[config.mk]
export PLATFORM = sky130hd
export DESIGN_NAME = shift_ctrl_seq
export DESIGN_NICKNAME = d
export VERILOG_FILES = /design/src/rtl/shift_pkg.sv /design/src/rtl/shift_stage_dec.sv /design/src/rtl/shift_ctrl_seq.sv
export SDC_FILE = /design/constraint.sdc
export NUM_CORES = 1
export LEC_CHECK = 0
export CORE_UTILIZATION = 35
export CTS_BUF_LIST = sky130_fd_sc_hd__clkbuf_16
export DETAILED_ROUTE_END_ITERATION = 8
export GPL_TIMING_DRIVEN = 0
export PLACE_DENSITY = 0.72
export SYNTH_ARGS = -nofsm -noshare
export SYNTH_HDL_FRONTEND = slang
export SYNTH_SLANG_ARGS = --single-unit
[constraint.sdc]
create_clock -name CLK -period 3.8 [get_ports CLK]
set_input_delay 0.57 -clock CLK [delete_from_list [all_inputs] [get_ports CLK]]
set_output_delay 0.57 -clock CLK [all_outputs]
set_load 0.005 [all_outputs]
[src/rtl/shift_pkg.sv]
// Shared constants, FSM state encoding and direction codes for the barrel-shifter sequencer.
package shift_pkg;
   localparam int DATA_W   = 32;
   localparam int AMT_W    = 5;
   localparam int N_STAGES = 5;

   localparam logic DIR_LEFT  = 1'b1;
   localparam logic DIR_RIGHT = 1'b0;

   typedef enum logic [1:0] {
      IDLE  = 2'd0,
      DRIVE = 2'd1,
      DONE  = 2'd2
   } state_t;

   // A settle time of zero would sample Z before B has propagated.
   function automatic int settle_eff(input int cycles);
      return (cycles < 1) ? 1 : cycles;
   endfunction
endpackage

[src/rtl/shift_stage_dec.sv]
// One barrel-shifter stage decode: amount bit plus direction to one-hot LEFT/NO_SHIFT/RIGHT with complements.
module shift_stage_dec
   import shift_pkg::*;
(
   input  logic en,
   input  logic dir,
   output logic left,
   output logic no_shift,
   output logic right,
   output logic left_not,
   output logic no_shift_not,
   output logic right_not
);
   assign left         = en & (dir == DIR_LEFT);
   assign right        = en & (dir == DIR_RIGHT);
   assign no_shift     = ~en;
   assign left_not     = ~left;
   assign no_shift_not = ~no_shift;
   assign right_not    = ~right;
endmodule

[src/rtl/shift_ctrl_seq.sv]
// Request/settle/capture sequencer driving a 5-stage 32-bit barrel shifter with registered one-hot stage controls.
module shift_ctrl_seq
   import shift_pkg::*;
#(
   parameter int SETTLE_CYCLES = 2,
   parameter int CNT_W         = 3
) (
   input  logic              CLK,
   input  logic              RST_N,
   input  logic              REQ_VALID,
   output logic              REQ_READY,
   input  logic              REQ_DIR,
   input  logic [AMT_W-1:0]  REQ_AMT,
   input  logic [DATA_W-1:0] REQ_DATA,
   output logic [DATA_W-1:0] B,
   output logic LEFT_1, LEFT_2, LEFT_4, LEFT_8, LEFT_16,
   output logic LEFT_1_NOT, LEFT_2_NOT, LEFT_4_NOT, LEFT_8_NOT, LEFT_16_NOT,
   output logic NO_SHIFT_1, NO_SHIFT_2, NO_SHIFT_4, NO_SHIFT_8, NO_SHIFT_16,
   output logic NO_SHIFT_1_NOT, NO_SHIFT_2_NOT, NO_SHIFT_4_NOT, NO_SHIFT_8_NOT, NO_SHIFT_16_NOT,
   output logic RIGHT_1, RIGHT_2, RIGHT_4, RIGHT_8, RIGHT_16,
   output logic RIGHT_1_NOT, RIGHT_2_NOT, RIGHT_4_NOT, RIGHT_8_NOT, RIGHT_16_NOT,
   input  logic [DATA_W-1:0] Z_IN,
   output logic              RES_VALID,
   input  logic              RES_READY,
   output logic [DATA_W-1:0] RES_DATA
);
   localparam logic [CNT_W-1:0] CNT_LOAD = CNT_W'(settle_eff(SETTLE_CYCLES) - 1);

   state_t              state_reg, state_next;
   logic [CNT_W-1:0]    cnt_reg;
   logic [DATA_W-1:0]   b_reg, res_data_reg;
   logic [N_STAGES-1:0] left_reg, no_shift_reg, right_reg;
   logic [N_STAGES-1:0] left_not_reg, no_shift_not_reg, right_not_reg;
   logic [N_STAGES-1:0] dec_left, dec_no_shift, dec_right;
   logic [N_STAGES-1:0] dec_left_not, dec_no_shift_not, dec_right_not;
   logic [AMT_W-1:0]    dec_en;
   logic                ld_req, ld_rel, cap;

   assign ld_req = (state_reg == IDLE) && REQ_VALID;
   assign ld_rel = (state_reg == DONE) && RES_READY;
   assign cap    = (state_reg == DRIVE) && (cnt_reg == '0);

   // Forcing the amount to zero on release makes the decoders emit pass-through.
   assign dec_en = ld_req ? REQ_AMT : '0;

   generate
      for (genvar gi = 0; gi < N_STAGES; gi++) begin : g_dec
         shift_stage_dec u_dec (
            .en           (dec_en[gi]),
            .dir          (REQ_DIR),
            .left         (dec_left[gi]),
            .no_shift     (dec_no_shift[gi]),
            .right        (dec_right[gi]),
            .left_not     (dec_left_not[gi]),
            .no_shift_not (dec_no_shift_not[gi]),
            .right_not    (dec_right_not[gi])
         );
      end
   endgenerate

   always_ff @(posedge CLK or negedge RST_N) begin
      if (!RST_N) state_reg <= IDLE;
      else        state_reg <= state_next;
   end

   always_comb begin
      state_next = state_reg;
      case (state_reg)
         IDLE:    if (REQ_VALID)       state_next = DRIVE;
         DRIVE:   if (cnt_reg == '0)   state_next = DONE;
         DONE:    if (RES_READY)       state_next = IDLE;
         default:                      state_next = IDLE;
      endcase
   end

   always_comb begin
      REQ_READY = (state_reg == IDLE);
      RES_VALID = (state_reg == DONE);
   end

   always_ff @(posedge CLK or negedge RST_N) begin
      if (!RST_N) begin
         cnt_reg          <= '0;
         b_reg            <= '0;
         res_data_reg     <= '0;
         left_reg         <= '0;
         no_shift_reg     <= '1;
         right_reg        <= '0;
         left_not_reg     <= '1;
         no_shift_not_reg <= '0;
         right_not_reg    <= '1;
      end else begin
         if (ld_req) begin
            b_reg   <= REQ_DATA;
            cnt_reg <= CNT_LOAD;
         end else if ((state_reg == DRIVE) && (cnt_reg != '0)) begin
            cnt_reg <= cnt_reg - 1'b1;
         end
         if (cap) res_data_reg <= Z_IN;
         if (ld_req || ld_rel) begin
            left_reg         <= dec_left;
            no_shift_reg     <= dec_no_shift;
            right_reg        <= dec_right;
            left_not_reg     <= dec_left_not;
            no_shift_not_reg <= dec_no_shift_not;
            right_not_reg    <= dec_right_not;
         end
      end
   end

   assign B        = b_reg;
   assign RES_DATA = res_data_reg;

   assign {LEFT_16, LEFT_8, LEFT_4, LEFT_2, LEFT_1} = left_reg;
   assign {LEFT_16_NOT, LEFT_8_NOT, LEFT_4_NOT, LEFT_2_NOT, LEFT_1_NOT} = left_not_reg;
   assign {NO_SHIFT_16, NO_SHIFT_8, NO_SHIFT_4, NO_SHIFT_2, NO_SHIFT_1} = no_shift_reg;
   assign {NO_SHIFT_16_NOT, NO_SHIFT_8_NOT, NO_SHIFT_4_NOT, NO_SHIFT_2_NOT, NO_SHIFT_1_NOT} = no_shift_not_reg;
   assign {RIGHT_16, RIGHT_8, RIGHT_4, RIGHT_2, RIGHT_1} = right_reg;
   assign {RIGHT_16_NOT, RIGHT_8_NOT, RIGHT_4_NOT, RIGHT_2_NOT, RIGHT_1_NOT} = right_not_reg;
endmodule

==> impl_metrics.csv, run 1 <==
group,metric,value,unit
outcome,outcome,"finished, final reports clean",
layout,insertedDiodeCount,0,
layout,final_net_count,567,
place,routabilityCongestion,0.762,
power_and_ir_drop,lkg_pwr,2.68,nW
routing,routed.top_layer,"met4",
cts,tritoncts,"done",
synthesis,postSynth.asyncResetShare,100,%
floorplan,floorplan.die.height,106,um
sta,finalSetupTns,0,ns
grt,first_global_vias,2989,
cts,cts-resized-gates,0,
routing,drc,0,
sta,final.setup.worst_slack,1.48,ns
floorplan,io-pin-count,170,
place,detailed_place.area,5640,um^2
layout,layout_commonest_cell,"clkdlybuf4s50_1",
sta,timing_max_transition_violations_final,0,
power_and_ir_drop,design_power_total,4.77,mW
synthesis,synth_seq_cells,99,
routing,wl_met1,4160,um
worst_setup_path,timing.critical_path.to_type,"primary output",
place,place.port_buffers,169,
routing,detailedRoute.firstIterationViolations,112,
place,cell_total_after_placement,616,
floorplan,core_region_area,10400,um^2
cts,cts_buffer_depth,2,
synthesis,yosys_warnings,0,
synthesis,synth_cell_types,29,
synthesis,post_synth_instance_area,3750,um^2
layout,layout.cell_area.non_filler,5940,um^2
hold_path,min_path_type,"input port to async pin",
routing,detail_route.first_pass.iterations,6,
grt,grt_antenna_before_repair,0,
cts,cts-root-buf,"clkbuf_16",
floorplan,die_w,106,um
cts,cts_setup_buffers,0,
worst_setup_path,critical_path_peak_fanout,10,
synthesis,yosys_most_used_dff,"dfrtp_1",
grt,grt_start_max_net_pins,55,
sta,timing.slew.headroom,53.7,%
cts,holdBufCountCts,0,
sta,timing_hold_violations_final,0,
layout,drive_gt1_share,9.68,%
cts,clock_tree.htree_level_count,3,
place,dp_slack,1.40,ns
place,hpwlAfterDp,6940,um
routing,dr_total_vias,2892,
layout,area_growth,58.2,%
sta,timing.final.crit_share,61.1,%
cts,tritoncts.num_buffers,9,
worst_setup_path,worst-endpoint-arrival,1.75,ns
power_and_ir_drop,ir_drop,0.000444,V
layout,stdcell_count,632,
sta,timing_worst_slew_pin_value,0.695,ns
sta,achievable-frequency,431,MHz
worst_setup_path,critPathLaunchType,"register",
routing,vias_per_cell,4.58,
job,max_cap_viol_count,0,
synthesis,synthesized_net_count,386,
grt,grt_remaining_overflow,0,
cts,clock_sinks,99,
grt,global_route.usage.total,17.5,%
sta,final_critical_path_required_period,2.32,ns
floorplan,fp-row-count,37,
sta,fin_worst_hold_slack,0.280,ns
sta,setup_viol_count_final,0,
worst_setup_path,critical_path_class,"register to primary output",
floorplan,dieArea,11100,um^2
cts,cts.reportedPaths.clkPinSlew,0.08,ns
power_and_ir_drop,powerDensity,803,nW/um^2
layout,fill_cell_total_of_the_finished_layout,878,
routing,met2_wirelength,4430,um
worst_setup_path,crit_required,3.23,ns
cts,worst_skew_pair.late_latency,0.34,ns
routing,wl,9360,um
grt,grt_pass1_wl,15200,um
sta,rsz0062_at_grt,"false",
layout,final_cell_mix,"168 x clkdlybuf4s50_1, 104 x nand2_1, 84 x dfrtp_1",
routing,detailroute.wirelength.met3,682,um
synthesis,netlist_instances,310,
sta,clock_skew,0.00943,ns
synthesis,synth_seq_area_share,66.5,%
floorplan,initial_utilization,36.2,%
routing,drt-wirelength-per-cell,14.8,um
synthesis,postSynthAreaPerCell,12.1,um^2
routing,drt.antenna.violating_nets,0,
synthesis,synth-edff-count,0,
layout,post-route-util,57.3,%
## cell usage after synthesis, types with 3 or more instances
master / number / area share, %
o21ai_0: 5 / 0.67
nand3_1: 6 / 0.80
o21a_1: 5 / 1.0
dfrtp_1: 84 / 56
mux2_2: 3 / 0.90
clkbuf_1: 7 / 0.70
a2bb2oi_1: 10 / 2.3
buf_2: 6 / 0.80
dfstp_2: 15 / 11
buf_4: 3 / 0.60
nand2_1: 104 / 10
inv_1: 3 / 0.30
mux2_1: 29 / 8.7
a22o_1: 10 / 2.3
## area by class of cell
class | count | area, um^2 | area share, %
flip-flops and latches | 99 | 2500 | 42.0
repair buffers | 170 | 1720 | 28.9
multi-input cells | 192 | 1170 | 19.7
clock buffers | 9 | 225 | 3.79
well taps | 136 | 170 | 2.87
plain buffers | 16 | 78.8 | 1.33
clock inverters | 7 | 72.6 | 1.22
inverters | 3 | 11.3 | 0.190
## report_power, final
part | leakage (nW) | internal [mW] | switching [mW] | total (mW)
logic | 1.34 | 1.26 | 0.755 | 2.01
registers | 1.19 | 1.60 | 0.263 | 1.86
clock network | 0.142 | 0.462 | 0.423 | 0.886
## per-layer routing
metal  global-route usage (%)  up-vias
met5                        0        -
met4                     5.46        0
met3                     5.19        7
met2                     28.1      101
met1                     22.8     1390
li1                         -     1394
## final timing paths
check	from	to	slack, ns	cells past startpoint
setup / recovery	state_reg[0]	RES_VALID	1.48	3
min in group CLK	cnt_reg[2]	cnt_reg[2]	0.47	1
hold reg to reg	cnt_reg[2]	cnt_reg[2]	0.47	1
hold / removal	RST_N	B[13]	0.28	1
max in group asynchronous	RST_N	left_not_reg[3]	2.79	2
setup reg to reg	state_reg[0]	B[26]	1.96	6
## cells by family after synthesis
family          share of synthesized area, %
compound gates                          7.17
fa+ha+maj                              0.667
buf+inv                                 2.40
flops                                   66.5
mux                                     10.1
simple gates                            13.1
## worst max-delay path: stages (launching register included)
cell             delay [ns]
dfrtp_1                0.39
clkbuf_1               0.23
nor2b_1                0.23
clkdlybuf4s50_1        0.57
Note: power is estimated with default switching activity, not from simulation.
==> run 2: changes to the inputs <==
==> constraint.sdc (replaced) <==
create_clock -name CLK -period 2.45 [get_ports CLK]
set_input_delay 0.3675 -clock CLK [delete_from_list [all_inputs] [get_ports CLK]]
set_output_delay 0.3675 -clock CLK [all_outputs]
set_load 0.005 [all_outputs]
==> results of run 2 <==
The final DEF is identical to that of run 1. Status: finished, final reports clean.
Among the figures that moved: setup slack after placement 1.40 ns -> 0.256 ns; setup slack after layout 1.48 ns -> 0.330 ns; hold slack 0.280 ns -> 0.0774 ns; register-to-register setup slack 1.96 ns -> 0.61 ns; total power 4.77 mW -> 7.39 mW; worst IR drop on VDD 0.000444 V -> 0.000689 V
==> run 3: changes to the inputs <==
--- a/config.mk
+++ b/config.mk
@@ -5,11 +5,11 @@
 export SDC_FILE = /design/constraint.sdc
 export NUM_CORES = 1
 export LEC_CHECK = 0
-export CORE_UTILIZATION = 35
+export CORE_UTILIZATION = 38
 export CTS_BUF_LIST = sky130_fd_sc_hd__clkbuf_16
 export DETAILED_ROUTE_END_ITERATION = 8
 export GPL_TIMING_DRIVEN = 0
-export PLACE_DENSITY = 0.72
+export PLACE_DENSITY = 0.77
 export SYNTH_ARGS = -nofsm -noshare
 export SYNTH_HDL_FRONTEND = slang
 export SYNTH_SLANG_ARGS = --single-unit
==> impl_metrics.csv, run 3 (synthesized netlist as in run 1, its figures left out) <==
group,metric,value,unit
power_and_ir_drop,p_sw,2.26,mW
worst_setup_path,critical_path_peak_fanout,10,
routing,drt.antenna.violating_nets,0,
place,routabilityCongestion,0.766,
sta,timing.final.crit_share,83.8,%
power_and_ir_drop,design_power_total,7.40,mW
cts,clock_tree.htree_level_count,3,
routing,drc,0,
sta,achievable-frequency,487,MHz
grt,grtUsageMet3,7.38,%
routing,detail_route.first_pass.iterations,4,
grt,grt_antenna_before_repair,0,
power_and_ir_drop,power.sequential.fraction,39.2,%
routing,drt-wirelength-per-cell,15.3,um
sta,timing_max_transition_violations_final,0,
routing,wl,9590,um
cts,tritoncts.num_buffers,9,
layout,insertedDiodeCount,0,
worst_setup_path,critPathLaunchType,"register",
floorplan,fp-row-count,35,
place,place.port_buffers,169,
cts,worst_skew_pair.late_latency,0.34,ns
grt,gr_layer_usage_met2,33.1,%
power_and_ir_drop,intPower,5.15,mW
floorplan,initial_utilization,39.9,%
sta,timing_worst_slew_pin_value,0.602,ns
power_and_ir_drop,switching_share,30.5,%
sta,clock_skew,0.00557,ns
sta,timing.slew.headroom,58.7,%
sta,finalSetupTns,0,ns
job,max_cap_viol_count,0,
floorplan,dieArea,10300,um^2
grt,grt_start_max_net_pins,76,
place,hpwlAfterDp,7150,um
routing,vias_per_cell,4.71,
worst_setup_path,rrSetupSlack,0.58,ns
worst_setup_path,worst-endpoint-arrival,1.69,ns
grt,grt_most_used_layer,"met2",
grt,grt_pass1_wl,15400,um
floorplan,core_region_area,9420,um^2
outcome,outcome,"finished, final reports clean",
power_and_ir_drop,comb_power_share,42.4,%
sta,setup_viol_count_final,0,
routing,detailedRoute.firstIterationViolations,69,
cts,tritoncts,"done",
worst_setup_path,timing.critical_path.to_type,"primary output",
sta,fin_worst_hold_slack,0.475,ns
power_and_ir_drop,clkPwrFrac,18.3,%
grt,grt_remaining_overflow,0,
power_and_ir_drop,lkg_pwr,2.67,nW
sta,timing_hold_violations_final,0,
worst_setup_path,critical_path_class,"register to primary output",
power_and_ir_drop,ir_drop,0.000542,V
worst_setup_path,crit_required,2.08,ns
layout,final_net_count,568,
layout,area_growth,57.9,%
cts,cts.reportedPaths.clkPinSlew,0.07,ns
floorplan,io-pin-count,170,
cts,cts_setup_buffers,0,
cts,clock_sinks,99,
routing,dr_total_vias,2950,
power_and_ir_drop,powerDensity,1250,nW/um^2
grt,global_route.usage.total,19.6,%
floorplan,die_w,101,um
sta,rsz0062_at_grt,"false",
hold_path,min_path_type,"register to register",
layout,final_cell_mix,"168 x clkdlybuf4s50_1, 104 x nand2_1, 84 x dfrtp_1",
floorplan,floorplan.die.height,101,um
sta,final.setup.worst_slack,0.397,ns
place,dp_slack,0.296,ns
cts,cts-root-buf,"clkbuf_16",
grt,use_met1,23.2,%
grt,first_global_vias,3121,
layout,layout_commonest_cell,"clkdlybuf4s50_1",
layout,drive_gt1_share,9.66,%
sta,final_critical_path_required_period,2.05,ns
cts,cts_buffer_depth,2,
[run 3: cell count changes in the layout (fill, tap and decap cells not counted)]
cell,before,now
dlygate4sd3_1,0,1
inv_6,0,2
clkinvlp_4,1,2
clkinv_8,1,0
inv_8,2,1
clkinv_4,3,2
[run 3: path summary, 6_finish.rpt]
kind	startpoint	endpoint	cells after the start
min in group asynchronous	RST_N	RES_DATA[1]	2
max in group asynchronous	RST_N	right_not_reg[3]	3
worst min register to register	B[2]	B[2]	2
worst max-delay path	state_reg[0]	RES_VALID	3
worst max register to register	state_reg[0]	B[29]	6
worst min-delay path	B[2]	B[2]	2
[run 3: worst max-delay path, stage by stage (launching register included)]
cell,delay (ns)
dfrtp_1,0.38
clkbuf_1,0.23
nor2b_1,0.20
clkdlybuf4s50_1,0.54
[run 3: layout make-up]
cell class	count	area [um^2]
clock inverter	7	61.3
fill	768	3490
buffer	16	78.8
multi-input combinational	192	1170
clock buffer	9	225
inverter	3	11.3
tap	129	161
sequential	99	2500
timing repair buffer	171	1730
[run 3: repair_timing]
item	CTS	global route
hold endpoints to repair	24	0
hold buffers	1	0
resized for setup	0	0
[run 3: power groups by stage]
stage | Clock (mW) | Sequential [mW] | Combinational, mW
6_report | 1.36 | 2.90 | 3.14
3_3_place_gp | 0 | 2.88 | 3.09
3_5_place_dp | 0 | 2.92 | 3.18
4_1_cts | 1.38 | 2.91 | 3.19
5_1_grt | 1.45 | 3.00 | 3.46
2_1_floorplan | 0 | 2.94 | 1.13
[run 3: routing by layer]
layer	vias to the layer above	routed length [um]
met1	1420	4000
li1	1390	-
met3	10	905
met4	0	119
met5	-	0
met2	130	4570
[run 3: per-stage QoR]
step	instance area (um^2)	utilization (%)	instances
2_1_floorplan	3750	-	310
3_3_place_gp	5610	59.5	608
3_5_place_dp	5630	59.8	609
4_1_cts	5930	63.0	626
5_1_grt	5930	63.0	626
6_report	5930	63.0	626
